[config.mk]
export PLATFORM = sky130hd
export DESIGN_NAME = scandoubler_vidmem_arbiter_flat
export DESIGN_NICKNAME = d
export VERILOG_FILES = /design/src/rtl/scandoubler_vidmem_arbiter_if.sv /design/src/rtl/scandoubler_vidmem_arbiter.sv /design/src/flat_wrapper.sv
export SDC_FILE = /design/constraint.sdc
export NUM_CORES = 1
export LEC_CHECK = 0
export CAP_MARGIN = 5
export CORE_UTILIZATION = 50
export DETAILED_ROUTE_END_ITERATION = 8
export DONT_BUFFER_PORTS = 1
export GPL_TIMING_DRIVEN = 0
export MAX_ROUTING_LAYER = met4
export PLACE_DENSITY = 0.63
export SKIP_LAST_GASP = 1
export SYNTH_ARGS = -nofsm -noshare
export SYNTH_HDL_FRONTEND = slang
export SYNTH_SLANG_ARGS = --single-unit
export TNS_END_PERCENT = 50
[constraint.sdc]
create_clock -name clk_sys -period 5.5 [get_ports clk_sys]
set_clock_uncertainty 0.1 [all_clocks]
set_input_delay 1.375 -clock clk_sys [delete_from_list [all_inputs] [get_ports clk_sys]]
set_output_delay 1.375 -clock clk_sys [all_outputs]
set_load 0.01 [all_outputs]
[src/rtl/scandoubler_vidmem_arbiter_if.sv]
`default_nettype none
// ============================================================================
// Module      : scandoubler_vidmem_arbiter_if
// Description : Bundles the write requester (vidin_*), the read requester
//               (vidout_*) and the burst SDRAM port (mem_*) seen by the
//               scandoubler video-memory arbiter.
//               master : arbiter view (drives acks, read data, mem request)
//               slave  : environment view (requesters + memory controller)
// Ports       : vidin_req/frame/row/col/d, vidin_ack
//               vidout_req/frame/row/col, vidout_d, vidout_ack
//               mem_req, mem_we, mem_addr, mem_len, mem_d, mem_q, mem_ack
// Revision    : 1.0 - initial release
// ============================================================================
interface scandoubler_vidmem_arbiter_if #(
  parameter int ADDR_WIDTH = 25
);
  logic                  vidin_req;
  logic [1:0]            vidin_frame;
  logic [10:0]           vidin_row;
  logic [10:0]           vidin_col;
  logic [15:0]           vidin_d;
  logic                  vidin_ack;

  logic                  vidout_req;
  logic [1:0]            vidout_frame;
  logic [10:0]           vidout_row;
  logic [10:0]           vidout_col;
  logic [15:0]           vidout_d;
  logic                  vidout_ack;

  logic                  mem_req;
  logic                  mem_we;
  logic [ADDR_WIDTH-1:0] mem_addr;
  logic [4:0]            mem_len;
  logic [15:0]           mem_d;
  logic [15:0]           mem_q;
  logic                  mem_ack;

  modport master (
    input  vidin_req, vidin_frame, vidin_row, vidin_col, vidin_d,
    output vidin_ack,
    input  vidout_req, vidout_frame, vidout_row, vidout_col,
    output vidout_d, vidout_ack,
    output mem_req, mem_we, mem_addr, mem_len, mem_d,
    input  mem_q, mem_ack
  );

  modport slave (
    output vidin_req, vidin_frame, vidin_row, vidin_col, vidin_d,
    input  vidin_ack,
    output vidout_req, vidout_frame, vidout_row, vidout_col,
    input  vidout_d, vidout_ack,
    input  mem_req, mem_we, mem_addr, mem_len, mem_d,
    output mem_q, mem_ack
  );
endinterface
`default_nettype wire

[src/rtl/scandoubler_vidmem_arbiter.sv]
`default_nettype none
// ============================================================================
// Module      : scandoubler_vidmem_arbiter
// Description : Arbitrates the scandoubler write stream (WR_BURST-word bursts)
//               and read stream (RD_BURST-word bursts) onto one burst SDRAM
//               port. Reads win, but at most MAX_RD_RUN read bursts are
//               granted back-to-back while a write is waiting.
// Ports       : clk_sys  - system clock
//               reset_n  - asynchronous active-low reset
//               bus      - master view of the requester / memory bundle
// Revision    : 1.0 - initial release
// ============================================================================
module scandoubler_vidmem_arbiter #(
  parameter int ADDR_WIDTH = 25,
  parameter int BASE_ADDR  = 0,
  parameter int WR_BURST   = 16,
  parameter int RD_BURST   = 8,
  parameter int MAX_RD_RUN = 4
) (
  input  wire                             clk_sys,
  input  wire                             reset_n,
  scandoubler_vidmem_arbiter_if.master    bus
);

  localparam int         RUN_W   = $clog2(MAX_RD_RUN + 1);
  localparam logic [4:0] WR_LEN  = 5'(WR_BURST);
  localparam logic [4:0] RD_LEN  = 5'(RD_BURST);
  localparam logic [RUN_W-1:0] RUN_MAX = RUN_W'(MAX_RD_RUN);

  typedef enum logic [1:0] {
    S_IDLE = 2'd0,
    S_WR   = 2'd1,
    S_RD   = 2'd2,
    S_GAP  = 2'd3
  } state_t;

  state_t            state, state_nx;
  logic [4:0]        cnt, cnt_nx;
  logic [RUN_W-1:0]  rd_run, rd_run_nx;
  logic              grant_rd, grant_wr;

  // Linear word address: {frame,row,col} zero-extended, offset, truncated.
  logic [23:0]           wr_lin, rd_lin;
  logic [ADDR_WIDTH-1:0] wr_addr, rd_addr;

  assign wr_lin  = {bus.vidin_frame,  bus.vidin_row,  bus.vidin_col};
  assign rd_lin  = {bus.vidout_frame, bus.vidout_row, bus.vidout_col};
  assign wr_addr = ADDR_WIDTH'(BASE_ADDR) + ADDR_WIDTH'(wr_lin);
  assign rd_addr = ADDR_WIDTH'(BASE_ADDR) + ADDR_WIDTH'(rd_lin);

  // --------------------------------------------------------------------------
  // State register
  // --------------------------------------------------------------------------
  always_ff @(posedge clk_sys or negedge reset_n) begin
    if (!reset_n) begin
      state <= S_IDLE;
    end else begin
      state <= state_nx;
    end
  end

  // --------------------------------------------------------------------------
  // Next state, word counter, read-run counter and bus decode
  // --------------------------------------------------------------------------
  always_comb begin
    state_nx      = state;
    cnt_nx        = cnt;
    rd_run_nx     = rd_run;
    grant_rd      = 1'b0;
    grant_wr      = 1'b0;
    bus.mem_req   = 1'b0;
    bus.vidin_ack = 1'b0;

    case (state)
      S_IDLE: begin
        cnt_nx = '0;
        // A pending write blocks further reads once the run limit is hit.
        if (bus.vidout_req && !(bus.vidin_req && (rd_run == RUN_MAX))) begin
          grant_rd = 1'b1;
          state_nx = S_RD;
        end else if (bus.vidin_req) begin
          grant_wr = 1'b1;
          state_nx = S_WR;
        end

        // The run only counts reads that overtook a waiting write.
        if (!bus.vidin_req || grant_wr) begin
          rd_run_nx = '0;
        end else if (grant_rd && (rd_run != RUN_MAX)) begin
          rd_run_nx = rd_run + 1'b1;
        end
      end

      S_WR: begin
        bus.mem_req   = 1'b1;
        bus.vidin_ack = bus.mem_ack;
        if (bus.mem_ack) begin
          if (cnt == WR_LEN - 5'd1) begin
            cnt_nx   = '0;
            state_nx = S_GAP;
          end else begin
            cnt_nx = cnt + 5'd1;
          end
        end
      end

      S_RD: begin
        bus.mem_req = 1'b1;
        if (bus.mem_ack) begin
          if (cnt == RD_LEN - 5'd1) begin
            cnt_nx   = '0;
            state_nx = S_GAP;
          end else begin
            cnt_nx = cnt + 5'd1;
          end
        end
      end

      S_GAP: begin
        state_nx = S_IDLE;
      end

      default: begin
        state_nx = S_IDLE;
      end
    endcase
  end

  // --------------------------------------------------------------------------
  // Counters
  // --------------------------------------------------------------------------
  always_ff @(posedge clk_sys or negedge reset_n) begin
    if (!reset_n) begin
      cnt    <= '0;
      rd_run <= '0;
    end else begin
      cnt    <= cnt_nx;
      rd_run <= rd_run_nx;
    end
  end

  // --------------------------------------------------------------------------
  // Burst descriptor, latched at grant and held for the whole burst
  // --------------------------------------------------------------------------
  always_ff @(posedge clk_sys or negedge reset_n) begin
    if (!reset_n) begin
      bus.mem_we   <= 1'b0;
      bus.mem_addr <= '0;
      bus.mem_len  <= '0;
    end else if (grant_rd) begin
      bus.mem_we   <= 1'b0;
      bus.mem_addr <= rd_addr;
      bus.mem_len  <= RD_LEN;
    end else if (grant_wr) begin
      bus.mem_we   <= 1'b1;
      bus.mem_addr <= wr_addr;
      bus.mem_len  <= WR_LEN;
    end
  end

  // --------------------------------------------------------------------------
  // Read return path: one-cycle registered copy of mem_q on each read ack
  // --------------------------------------------------------------------------
  always_ff @(posedge clk_sys or negedge reset_n) begin
    if (!reset_n) begin
      bus.vidout_ack <= 1'b0;
      bus.vidout_d   <= '0;
    end else begin
      bus.vidout_ack <= (state == S_RD) && bus.mem_ack;
      if ((state == S_RD) && bus.mem_ack) begin
        bus.vidout_d <= bus.mem_q;
      end
    end
  end

  // Write data goes straight through; the requester advances on vidin_ack.
  assign bus.mem_d = bus.vidin_d;

endmodule
`default_nettype wire

[src/flat_wrapper.sv]
// flat-port wrapper written by rule: the top's interface ports become plain ports
module scandoubler_vidmem_arbiter_flat 
#(
  parameter int ADDR_WIDTH = 25,
  parameter int BASE_ADDR  = 0,
  parameter int WR_BURST   = 16,
  parameter int RD_BURST   = 8,
  parameter int MAX_RD_RUN = 4
)
  (clk_sys, reset_n, bus_vidin_req, bus_vidin_frame, bus_vidin_row, bus_vidin_col, bus_vidin_d, bus_vidin_ack, bus_vidout_req, bus_vidout_frame, bus_vidout_row, bus_vidout_col, bus_vidout_d, bus_vidout_ack, bus_mem_req, bus_mem_we, bus_mem_addr, bus_mem_len, bus_mem_d, bus_mem_q, bus_mem_ack);
  scandoubler_vidmem_arbiter_if #(.ADDR_WIDTH(ADDR_WIDTH)) bus_i ();
  input  wire clk_sys;
  input  wire reset_n;
  input wire logic [$bits(bus_i.vidin_req)-1:0] bus_vidin_req;
  input wire logic [$bits(bus_i.vidin_frame)-1:0] bus_vidin_frame;
  input wire logic [$bits(bus_i.vidin_row)-1:0] bus_vidin_row;
  input wire logic [$bits(bus_i.vidin_col)-1:0] bus_vidin_col;
  input wire logic [$bits(bus_i.vidin_d)-1:0] bus_vidin_d;
  output wire logic [$bits(bus_i.vidin_ack)-1:0] bus_vidin_ack;
  input wire logic [$bits(bus_i.vidout_req)-1:0] bus_vidout_req;
  input wire logic [$bits(bus_i.vidout_frame)-1:0] bus_vidout_frame;
  input wire logic [$bits(bus_i.vidout_row)-1:0] bus_vidout_row;
  input wire logic [$bits(bus_i.vidout_col)-1:0] bus_vidout_col;
  output wire logic [$bits(bus_i.vidout_d)-1:0] bus_vidout_d;
  output wire logic [$bits(bus_i.vidout_ack)-1:0] bus_vidout_ack;
  output wire logic [$bits(bus_i.mem_req)-1:0] bus_mem_req;
  output wire logic [$bits(bus_i.mem_we)-1:0] bus_mem_we;
  output wire logic [$bits(bus_i.mem_addr)-1:0] bus_mem_addr;
  output wire logic [$bits(bus_i.mem_len)-1:0] bus_mem_len;
  output wire logic [$bits(bus_i.mem_d)-1:0] bus_mem_d;
  input wire logic [$bits(bus_i.mem_q)-1:0] bus_mem_q;
  input wire logic [$bits(bus_i.mem_ack)-1:0] bus_mem_ack;
  assign bus_i.vidin_req = bus_vidin_req;
  assign bus_i.vidin_frame = bus_vidin_frame;
  assign bus_i.vidin_row = bus_vidin_row;
  assign bus_i.vidin_col = bus_vidin_col;
  assign bus_i.vidin_d = bus_vidin_d;
  assign bus_vidin_ack = bus_i.vidin_ack;
  assign bus_i.vidout_req = bus_vidout_req;
  assign bus_i.vidout_frame = bus_vidout_frame;
  assign bus_i.vidout_row = bus_vidout_row;
  assign bus_i.vidout_col = bus_vidout_col;
  assign bus_vidout_d = bus_i.vidout_d;
  assign bus_vidout_ack = bus_i.vidout_ack;
  assign bus_mem_req = bus_i.mem_req;
  assign bus_mem_we = bus_i.mem_we;
  assign bus_mem_addr = bus_i.mem_addr;
  assign bus_mem_len = bus_i.mem_len;
  assign bus_mem_d = bus_i.mem_d;
  assign bus_i.mem_q = bus_mem_q;
  assign bus_i.mem_ack = bus_mem_ack;
  scandoubler_vidmem_arbiter #(.ADDR_WIDTH(ADDR_WIDTH), .BASE_ADDR(BASE_ADDR), .WR_BURST(WR_BURST), .RD_BURST(RD_BURST), .MAX_RD_RUN(MAX_RD_RUN)) u_core (.clk_sys(clk_sys), .reset_n(reset_n), .bus(bus_i));
endmodule
==> results by group, run 1 <==
Clock tree
  – Hold_buf cts: 0
  – CTS tree: done
  – Post-CTS Setup Bufs: 0
  – Root buf cell: clkbuf_8
  – Clock-pin slew on the worst setup and hold paths: 0.09 ns
  – Cts bufs inserted: 5
  – Post-CTS Resized: 0
  – # clock sinks: 53
  – Worst-Skew Late Latency: approximately 0.3 ns
  – Longest Clk Path Bufs: 2
  – H-tree depth: 2

Power
  – VDD IR max: around 0.29 mV
  – PD cells: between 500 and 600 nW/µm²
  – Leak: around 1.4 nW

STA
  – Hold Vio Cnt, Final: 0
  – Finish-stage setup viols: 0
  – Slew Limit Fails: 0
  – Final TNS setup: 0 ns
  – Fin crit share: a little over half
  – FMAX: approximately 0.33 GHz
  – RSZ-0062 raised after global routing: false
  – Min setup slack post-route: around 2.5 ns
  – Post-route minimum period: slightly above 3 ns

Layout
  – Synthesis-to-layout area growth: 6.95%
  – Nets: ~370
  – Most frequent cells in the layout: dfrtp_1 (53), nand2_1 (31), buf_4 (24)
  – Most common cell after layout, fill and taps aside: dfrtp_1
  – Share of cells above drive strength 1: a little under a quarter
  – Reg area: 1330 µm²
  – Multi-input logic area: about 1100 µm²
  – Antenna cell count: 0
  – Fillers: around 490

Synthesis
  – Primary FF master, synth: dfrtp_1
  – Synth Area in Compound Gates: 14.5%
  – Simple-gate share of the synthesized area: approximately an eighth
  – Post-synthesis xor/xnor area fraction: 0%
  – Post-synth top area cell: dfrtp_1
  – Number of synthesized flops with an enable pin: 0
  – Cell Area, Synth: around 2700 µm²
  – Synth warnings: 0
  – Multiplexer share of the synthesized area: under 10%
  – Async SR Flop Fraction: between 90% and 100%
  – Post-synth cell types: 39
  – Synthesized flop and latch total: 53
  – Fraction of the mapped netlist area in adder cells: 4.70%
  – Post-Syn Instances: 262
  – Largest family of logic cells by synthesized area: compound AO/OA/AOI/OAI gates
  – Sequential-to-total area share from yosys stat: 49.8%
  – Share of the synthesized area in the top cell type: 49.8%
  – Synth top area cells: dfrtp_1 (50%), buf_4 (6.8%), mux2_2 (6.8%)
  – Syn Area/Cell: 10.2 µm²

Routing
  – WL/cell: around 16 µm
  – Total Wirelength: 5410 µm
  – Drt first pass iters: 4
  – Vias: roughly 1900
  – Post-DRT Antenna Nets: 0
  – Drt initial violations: 34
  – DRC: 0
  – Via/cell ratio: about 5.4

Worst setup path
  – Max incr delay on CP: around 0.17 ns
  – Cell family with most CP delay: simple AND/OR/NAND/NOR gates
  – CP endpoint kind: output port
  – Bufs and invs on worst path: 0
  – CP Launch Type: input pin
  – WP data required: 4.03 ns
  – Crit Path Max Fanout: 3
  – CP arrival: around 1.5 ns
  – CP max stage cell: and2_1
  – CP Cell Sequence: and2_1
  – Setup CP Type: input pin to output port

Global route
  – Tot GR Track Use: 18.8%
  – Largest net degree at the start of global routing: 54
  – Global-route wire length before repair: just under 8000 µm
  – Vias in the first global route: 1626
  – Total congestion overflow: 0
  – Antenna violations before repair: 0

Floorplanning
  – # rows: 26
  – Core Box Area: between 5000 and 6000 µm²
  – Die height: ~75 µm
  – Die ar.: 5620 µm²
  – Top Ports: between 150 and 200
  – Starting density of the core: ~52%
  – Die width: ~75 µm

Placed design
  – # port buffers: 0
  – Placer Congestion: slightly below 0.8
  – Setup WS pre-CTS: 2.48 ns
  – HPWL after detailed placement: just over 4000 µm

Run status
  – Status: finished clean

Hold path
  – Hold Crit Class: register to register

Run
  – Max_cap viols: 0
[Yosys cell counts (4+ instances only)]
| cell | count |
|---|---|
| dfrtp_1 | 53 |
| nand2_1 | 31 |
| buf_4 | 24 |
| nor2_1 | 22 |
| a21oi_1 | 20 |
| o21ai_0 | 19 |
| mux2_2 | 16 |
| inv_1 | 12 |
| ha_1 | 10 |
| o21ai_1 | 7 |
| buf_2 | 5 |
| nand3_1 | 5 |
| a21o_1 | 4 |
| a222oi_1 | 4 |
[where the power goes]
group	switching (W)	internal [W]	total, W
Clock	0.000127	0.0000910	0.000218
Sequential	0.000188	0.000563	0.000751
Combinational	0.000292	0.000253	0.000545
[per-stage QoR]
step	util (%)	hold slack [ns]	total power, W	cell area [µm²]	instances
2_1_floorplan	-	0.372	0.00118	2680	265
3_3_place_gp	54.1	0.391	0.00130	2760	335
3_5_place_dp	54.1	0.401	0.00131	2760	335
4_1_cts	55.8	0.425	0.00154	2850	343
5_1_grt	55.8	0.459	0.00164	2850	343
6_report	55.8	0.424	0.00151	2850	343
[logic make-up (layout without fill, tap and decap cells)]
family / Yosys count / in the layout
simple gates: 71 / 71
compound gates: 63 / 63
flops: 53 / 53
buf+inv: 44 / 52
mux: 20 / 20
fa+ha+maj: 10 / 10
other cells: 1 / 4
[sequential cells by signal, indices dropped and copies added, names as in the netlist]
| signal | flops |
|---|---|
| u_core.cnt | 5 |
| u_core.bus.vidout_ack | 1 |
| u_core.bus.mem_addr | 24 |
| u_core.state | 2 |
| u_core.bus.mem_len | 2 |
| u_core.bus.vidout_d | 16 |
| u_core.rd_run | 3 |
[layout make-up]
cell class	count	share of cell area (%)
tap	70	3.07
multi-input combinational	168	37.6
clock buffer	6	2.55
buffer	32	8.12
inverter	12	1.58
clock inverter	2	0.483
sequential	53	46.6
[per-layer routing]
layer	vias up	track usage [%]	share of wire (%)
li1	886	-	-
met1	870	22.2	41
met2	95	30.3	48
met3	5	6.83	11
met4	0	5.03	0.94
met5	-	-	0
[worst paths after layout]
kind	slack [ns]	startpoint	cells after the start	endpoint
worst max-delay path	2.48	bus_mem_ack	1	bus_vidin_ack
worst min-delay path	0.42	u_core.cnt[1]	2	u_core.cnt[1]
max in group asynchronous	4.55	reset_n	0	u_core.rd_run[0]
worst min register to register	0.42	u_core.cnt[1]	2	u_core.cnt[1]
min in group asynchronous	0.64	reset_n	0	u_core.bus.mem_addr[19]
worst max register to register	3.55	u_core.cnt[0]	8	u_core.state[1]
No activity file was read; power rests on OpenSTA's default activity.
==> inputs of run 2 (changes only) <==
- clock period: 5.5 -> 2.9 ns (I/O delays scaled with it)
==> run 2 against run 1 <==
Net effect:
- global-route usage shrank 0.059 points
- combinational power grew 93%
- die area unchanged
- clock-buffer cell count is the same
- critical path type is now register to output port
- largest cell class unchanged
- highest routed layer unchanged
==> results by group, run 2 (same netlist as run 1, synthesis figures left out) <==
Power
  – Combinational cell fraction of total power: 36.4% (was 36.0%)
  – Psw: 0.00117 W (was 0.000607 W)
  – Leak: 1.38 nW (was 1.37 nW)
  – Clk network pwr share: 14.3% (was 14.4%)
  – Reg power frac: 49.3% (was 49.6%)
  – Sw Ratio: 40.4% (was 40.1%)
  – Internal power: 0.00172 W (was 0.000907 W)
  – PD cells: 1000 nW/µm² (was 531 nW/µm²)
  – VDD IR max: 0.546 mV (was 0.288 mV)

Routing
  – Drt first pass iters: 4 (unchanged)
  – Via/cell ratio: 5.41 (about the same)
  – Post-DRT Antenna Nets: 0 (unchanged)
  – Drt initial violations: 33 (was 34)
  – WL/cell: 15.8 µm (about the same)
  – DRC: 0 (unchanged)
  – Total Wirelength: 5420 µm (was 5410 µm)
  – Vias: 1862 (was 1856)

Clock tree
  – Clock-pin slew on the worst setup and hold paths: 0.10 ns (was 0.09 ns)
  – Worst-Skew Late Latency: 0.30 ns (about the same)
  – Cts bufs inserted: 5 (unchanged)
  – Root buf cell: clkbuf_8 (unchanged)
  – CTS tree: done (unchanged)
  – # clock sinks: 53 (unchanged)
  – Longest Clk Path Bufs: 2 (unchanged)
  – H-tree depth: 2 (unchanged)
  – Post-CTS Resized: 0 (unchanged)

Global route
  – Busiest grt layer: met2 (unchanged)
  – Global-route wire length before repair: 7670 µm (was 7700 µm)
  – Total congestion overflow: 0 (unchanged)
  – Vias in the first global route: 1623 (was 1626)
  – Global Route met2 Usage: 30.1% (was 30.3%)
  – GR Util met1: 22.3% (was 22.2%)
  – Tot GR Track Use: 18.7% (was 18.8%)
  – Antenna violations before repair: 0 (unchanged)
  – GR Layer Usage met3: 6.69% (was 6.83%)
  – Largest net degree at the start of global routing: 54 (unchanged)

Layout
  – Antenna cell count: 0 (unchanged)
  – Nets: 368 (was 367)
  – Biggest regs: u_core.bus.mem_addr x24, u_core.bus.vidout_d x16, u_core.cnt x5 (unchanged)
  – Synthesis-to-layout area growth: 7.99% (was 6.95%)
  – Flip-flop count of the largest register after layout: 24 (unchanged)
  – Most common cell after layout, fill and taps aside: dfrtp_1 (unchanged)
  – Share of cells above drive strength 1: 23.4% (was 23.1%)
  – Biggest register: u_core.bus.mem_addr (unchanged)
  – Most frequent cells in the layout: dfrtp_1 (53), nand2_1 (31), buf_4 (24) (unchanged)

STA
  – Hold Vio Cnt, Final: 0 (unchanged)
  – Post-route minimum period: 2.07 ns
  – RSZ-0062 raised after global routing: false (unchanged)
  – Finish-stage setup viols: 0 (unchanged)
  – Final TNS setup: 0 ns (unchanged)
  – FMAX: between 0.4 and 0.5 GHz
  – Slew Limit Fails: 0 (unchanged)
  – WHS: 0.160 ns (was 0.424 ns)
  – Fin crit share: a little under three quarters

Placed design
  – HPWL after detailed placement: 4110 µm (unchanged)
  – Placer Congestion: 0.770 (unchanged)
  – # port buffers: 0 (unchanged)

Worst setup path
  – CP arrival: 1.24 ns (was 1.54 ns)
  – CP max stage cell: ha_1 (was and2_1)
  – WP data required: 2.08 ns (was 4.03 ns)
  – Setup crit start: u_core.state[1] (was bus_mem_ack)
  – Crit Path Max Fanout: 7 (was 3)
  – CP Launch Type: register (was input pin)
  – RR Startpoint: u_core.cnt[0] (unchanged)
  – Worst r2r dst: u_core.state[1] (unchanged)
  – Worst-case reg-to-reg path depth: 8 (unchanged)
  – CP Cell Sequence: inv_1 -> ha_1 (was and2_1)
  – R2r setup slk: 0.95 ns (was 3.55 ns)
  – Max incr delay on CP: 0.46 ns (was 0.17 ns)
  – Setup CP Type: register to output port (was input pin to output port)
  – CP endpoint kind: output port (unchanged)

Run status
  – Status: finished clean (unchanged)

Floorplanning
  – # rows: 26 (unchanged)
  – Top Ports: 151 (unchanged)
  – Starting density of the core: 52.2% (unchanged)
  – Core Box Area: 5110 µm² (unchanged)
  – Die height: 75.0 µm (unchanged)
  – Die ar.: 5620 µm² (unchanged)
  – Die width: 75.0 µm (unchanged)

Hold path
  – Hold Crit Class: input pin to async pin (was register to register)

Run
  – Max_cap viols: 0 (unchanged)
## run 2: cell type report
class | instances | area (µm²)
Buffer | 32 | 231
Clock buffer | 6 | 72.6
Clock inverter | 2 | 13.8
Fill cell | 487 | 2230
Inverter | 12 | 45.0
Multi-Input combinational cell | 168 | 1070
Sequential cell | 53 | 1330
Tap cell | 70 | 87.6
Timing Repair Buffer | 1 | 27.5
## run 2: routing by layer
metal  routed length, µm  vias up
met2                2580       97
met5                   0        -
li1                    -      891
met3                 570        5
met1                2220      869
met4                  51        0
## run 2: timing repair
| item | CTS | global route |
|---|---|---|
| buffers inserted | 0 | 0 |
| hold buffers | 1 | 0 |
| hold endpoints to repair | 53 | 0 |
## run 2: how the worst max path moves through the flow
stage	slack (ns)	endpoint
finish	0.83	bus_mem_req
floorplan	1.11	u_core.state[1]
detailed placement	0.89	u_core.bus.mem_addr[21]
global route	0.72	bus_vidin_ack
CTS	0.80	bus_mem_req
global placement	0.90	u_core.bus.mem_addr[16]
## run 2: power by group through the flow
stage	combinational (W)	sequential, W	clock [W]
floorplan	0.000868	0.00138	0
global placement	0.00102	0.00144	0
detailed placement	0.00104	0.00145	0
CTS	0.00107	0.00143	0.000436
global route	0.00121	0.00147	0.000452
finish	0.00105	0.00142	0.000413
## run 2: worst max-delay path: cells and delay by family (launching register included)
kind,cells,cell delay (ns)
buffers and inverters,1,0.09
adders and majority gates,1,0.46
DFF,1,0.40
## run 2: through the flow
stage                     setup slack [ns]  utilization, %  cells  cell area [µm²]  total power [W]
final                                0.832            56.3    344             2880          0.00289
after global routing                 0.718            56.3    344             2880          0.00313
after CTS                            0.801            56.3    344             2880          0.00293
after detailed placement             0.894            54.1    335             2760          0.00249
after global placement               0.904            54.1    335             2760          0.00246
after floorplan                       1.11               -    265             2680          0.00224
==> inputs of run 3 (changes only) <==
- PLACE_DENSITY: 0.63 -> 0.66
- clock period: 2.9 -> 1.8 ns (I/O delays scaled with it)
==> run 3 against run 2 <==
Net effect:
- critical path depth grew 4
- first-iteration DRC count increased to 2.8 times the previous value
- critical path type is now register to register
- the run now ends with negative setup slack left
- design area is 4.0% higher
- final cell count is 1.7% higher
- critical endpoint is now u_core.state[1]
==> results by group, run 3 (same netlist as run 1, synthesis figures left out) <==
STA
  – Post-route minimum period: 1.81 ns
  – FMAX: ~0.55 GHz
  – Final TNS setup: -0.0126 ns (was 0 ns)
  – RSZ-0062 raised after global routing: true (was false)
  – Min setup slack post-route: -0.0126 ns (was 0.832 ns)
  – Hold Vio Cnt, Final: 0 (unchanged)
  – Finish-stage setup viols: 1 (was 0)
  – Fin crit share: 101%
  – Slew Limit Fails: 0 (unchanged)

Global route
  – Global-route wire length before repair: 7790 µm (was 7670 µm)
  – GR Util met1: 21.6% (was 22.3%)
  – Total congestion overflow: 0 (unchanged)
  – Tot GR Track Use: 19.3% (was 18.7%)
  – Largest net degree at the start of global routing: 54 (unchanged)
  – Busiest grt layer: met2 (unchanged)
  – Vias in the first global route: 1694 (was 1623)
  – Global Route met2 Usage: 33.1% (was 30.1%)
  – Antenna violations before repair: 0 (unchanged)
  – GR Layer Usage met3: 5.49% (was 6.69%)

Routing
  – Vias: 1915 (was 1862)
  – Post-DRT Antenna Nets: 0 (unchanged)
  – WL/cell: 16.1 µm (was 15.8 µm)
  – DRC: 0 (unchanged)
  – Drt first pass iters: 4 (unchanged)
  – Via/cell ratio: 5.47 (was 5.41)
  – Total Wirelength: 5620 µm (was 5420 µm)
  – Drt initial violations: 92 (was 33)

Run
  – Max_cap viols: 0 (unchanged)

Power
  – Tot Pwr: 0.00490 W (was 0.00289 W)
  – Leak: 1.40 nW (was 1.38 nW)
  – VDD IR max: 0.750 mV (was 0.546 mV)
  – PD cells: 1640 nW/µm² (was 1000 nW/µm²)

Floorplanning
  – Starting density of the core: 52.2% (unchanged)
  – Die height: 75.0 µm (unchanged)
  – Top Ports: 151 (unchanged)
  – # rows: 26 (unchanged)
  – Die width: 75.0 µm (unchanged)
  – Die ar.: 5620 µm² (unchanged)
  – Core Box Area: 5110 µm² (unchanged)

Worst setup path
  – Cell family with most CP delay: flip-flops (was adder cells)
  – Max incr delay on CP: 0.44 ns (was 0.46 ns)
  – CP Launch Type: register (unchanged)
  – CP endpoint kind: register (was output port)
  – CP Cell Sequence: inv_2 -> ha_2 -> o21ba_2 -> a211oi_2 -> nand2_1 -> mux2_4 (was inv_1 -> ha_1)
  – CP arrival: 1.91 ns (was 1.24 ns)
  – Bufs and invs on worst path: 1 (unchanged)
  – CP max stage cell: dfrtp_1 (was ha_1)
  – Crit Path Max Fanout: 5 (was 7)
  – WP data required: 1.90 ns (was 2.08 ns)
  – Setup CP Type: register to register (was register to output port)

Clock tree
  – Clock-pin slew on the worst setup and hold paths: 0.11 ns (was 0.10 ns)
  – Cts bufs inserted: 5 (unchanged)
  – H-tree depth: 2 (unchanged)
  – # clock sinks: 53 (unchanged)
  – Root buf cell: clkbuf_8 (unchanged)
  – Worst-Skew Late Latency: 0.31 ns (was 0.30 ns)
  – Longest Clk Path Bufs: 2 (unchanged)
  – CTS tree: done (unchanged)

Layout
  – Antenna cell count: 0 (unchanged)
  – Share of cells above drive strength 1: 28.9% (was 23.4%)
  – Most frequent cells in the layout: dfrtp_1 (52), nand2_1 (31), buf_4 (29) (was dfrtp_1 (53), nand2_1 (31), buf_4 (24))
  – Biggest register: u_core.bus.mem_addr (unchanged)
  – Biggest regs: u_core.bus.mem_addr x24, u_core.bus.vidout_d x16, u_core.cnt x5 (unchanged)
  – Flip-flop count of the largest register after layout: 24 (unchanged)
  – Design Area, Final: 2990 µm² (was 2880 µm²)
  – Most common cell after layout, fill and taps aside: dfrtp_1 (unchanged)
  – Synthesis-to-layout area growth: 12.4% (was 7.99%)
  – Post-Layout Cell Count: 350 (was 344)
  – Nets: 374 (was 368)
  – Fillers: 443 (was 487)

Placed design
  – Inst Count DP: 335 (unchanged)
  – # port buffers: 0 (unchanged)
  – Placer Congestion: 0.761 (was 0.770)
  – HPWL after detailed placement: 4100 µm (was 4110 µm)
  – Setup WS pre-CTS: -0.115 ns (was 0.894 ns)
  – Area after DPL: 2760 µm² (unchanged)

Run status
  – Failing checks: negative setup slack
  – Status: finished, violations left (was finished clean)

Hold path
  – Hold Crit Class: input pin to register (was input pin to async pin)
-- run 3: cell count changes in the layout (fill, tap and decap cells not counted), moves of 2 or more --
cell        delta
buf_4          +5
ha_1           -5
ha_4           +3
clkinvlp_4     +2
ha_2           +2
inv_1          -2
inv_2          +2
-- run 3: stage by stage --
step | hold slack [ns] | util [%]
after floorplan | 0.0544 | -
after global placement | 0.0553 | 54.1
after detailed placement | 0.0550 | 54.1
after CTS | 0.145 | 57.1
after global routing | 0.146 | 58.6
final | 0.152 | 58.6
-- run 3: report_power, final --
| part | switching, W | internal, W | leakage [nW] |
|---|---|---|---|
| registers | 0.000596 | 0.00172 | 0.662 |
| logic | 0.000966 | 0.000905 | 0.701 |
| clock network | 0.000431 | 0.000284 | 0.0423 |
-- run 3: final timing paths --
| kind | from | to | slack [ns] | depth (start not counted) |
|---|---|---|---|---|
| setup / recovery | u_core.state[0] | u_core.state[1] | -0.01 | 6 |
| hold / removal | bus_vidin_col[0] | u_core.bus.mem_addr[0] | 0.15 | 2 |
| setup reg to reg | u_core.state[0] | u_core.state[1] | -0.01 | 6 |
| hold reg to reg | u_core.bus.mem_addr[15] | u_core.bus.mem_addr[15] | 0.47 | 2 |
| max in group asynchronous | reset_n | u_core.state[1] | 0.80 | 2 |
| min in group asynchronous | reset_n | u_core.bus.mem_addr[15] | 0.55 | 2 |
-- run 3: worst reg2reg max path, cell delays in order (launching register included) --
cell      delay [ns]
dfrtp_1         0.44
inv_2           0.09
ha_2            0.22
o21ba_2         0.25
a211oi_2        0.17
nand2_1         0.13
mux2_4          0.31
-- run 3: timing repair --
action                     4_1_cts  5_1_grt
gates resized for setup          3       14
hold endpoints to repair        53        0
buffers inserted                 2        3
setup endpoints to repair        6       34
pin swaps                        1        3
hold buffers                     2        0
-- run 3: layout make-up --
class,instances,area [µm²],share of cell area [%]
multi-input combinational,168,1120,37.6
sequential,53,1330,44.4
timing repair buffer,7,75.1,2.51
clock inverter,3,26.3,0.878
buffer,32,238,7.94
inverter,12,45.0,1.51
tap,70,87.6,2.93
clock buffer,5,68.8,2.30
-- run 3: layer usage --
metal | wire (µm) | part of all wire (%)
met2 | 2800 | 50
met1 | 2220 | 39
met4 | 61 | 1.1
met5 | 0 | 0
met3 | 540 | 9.6
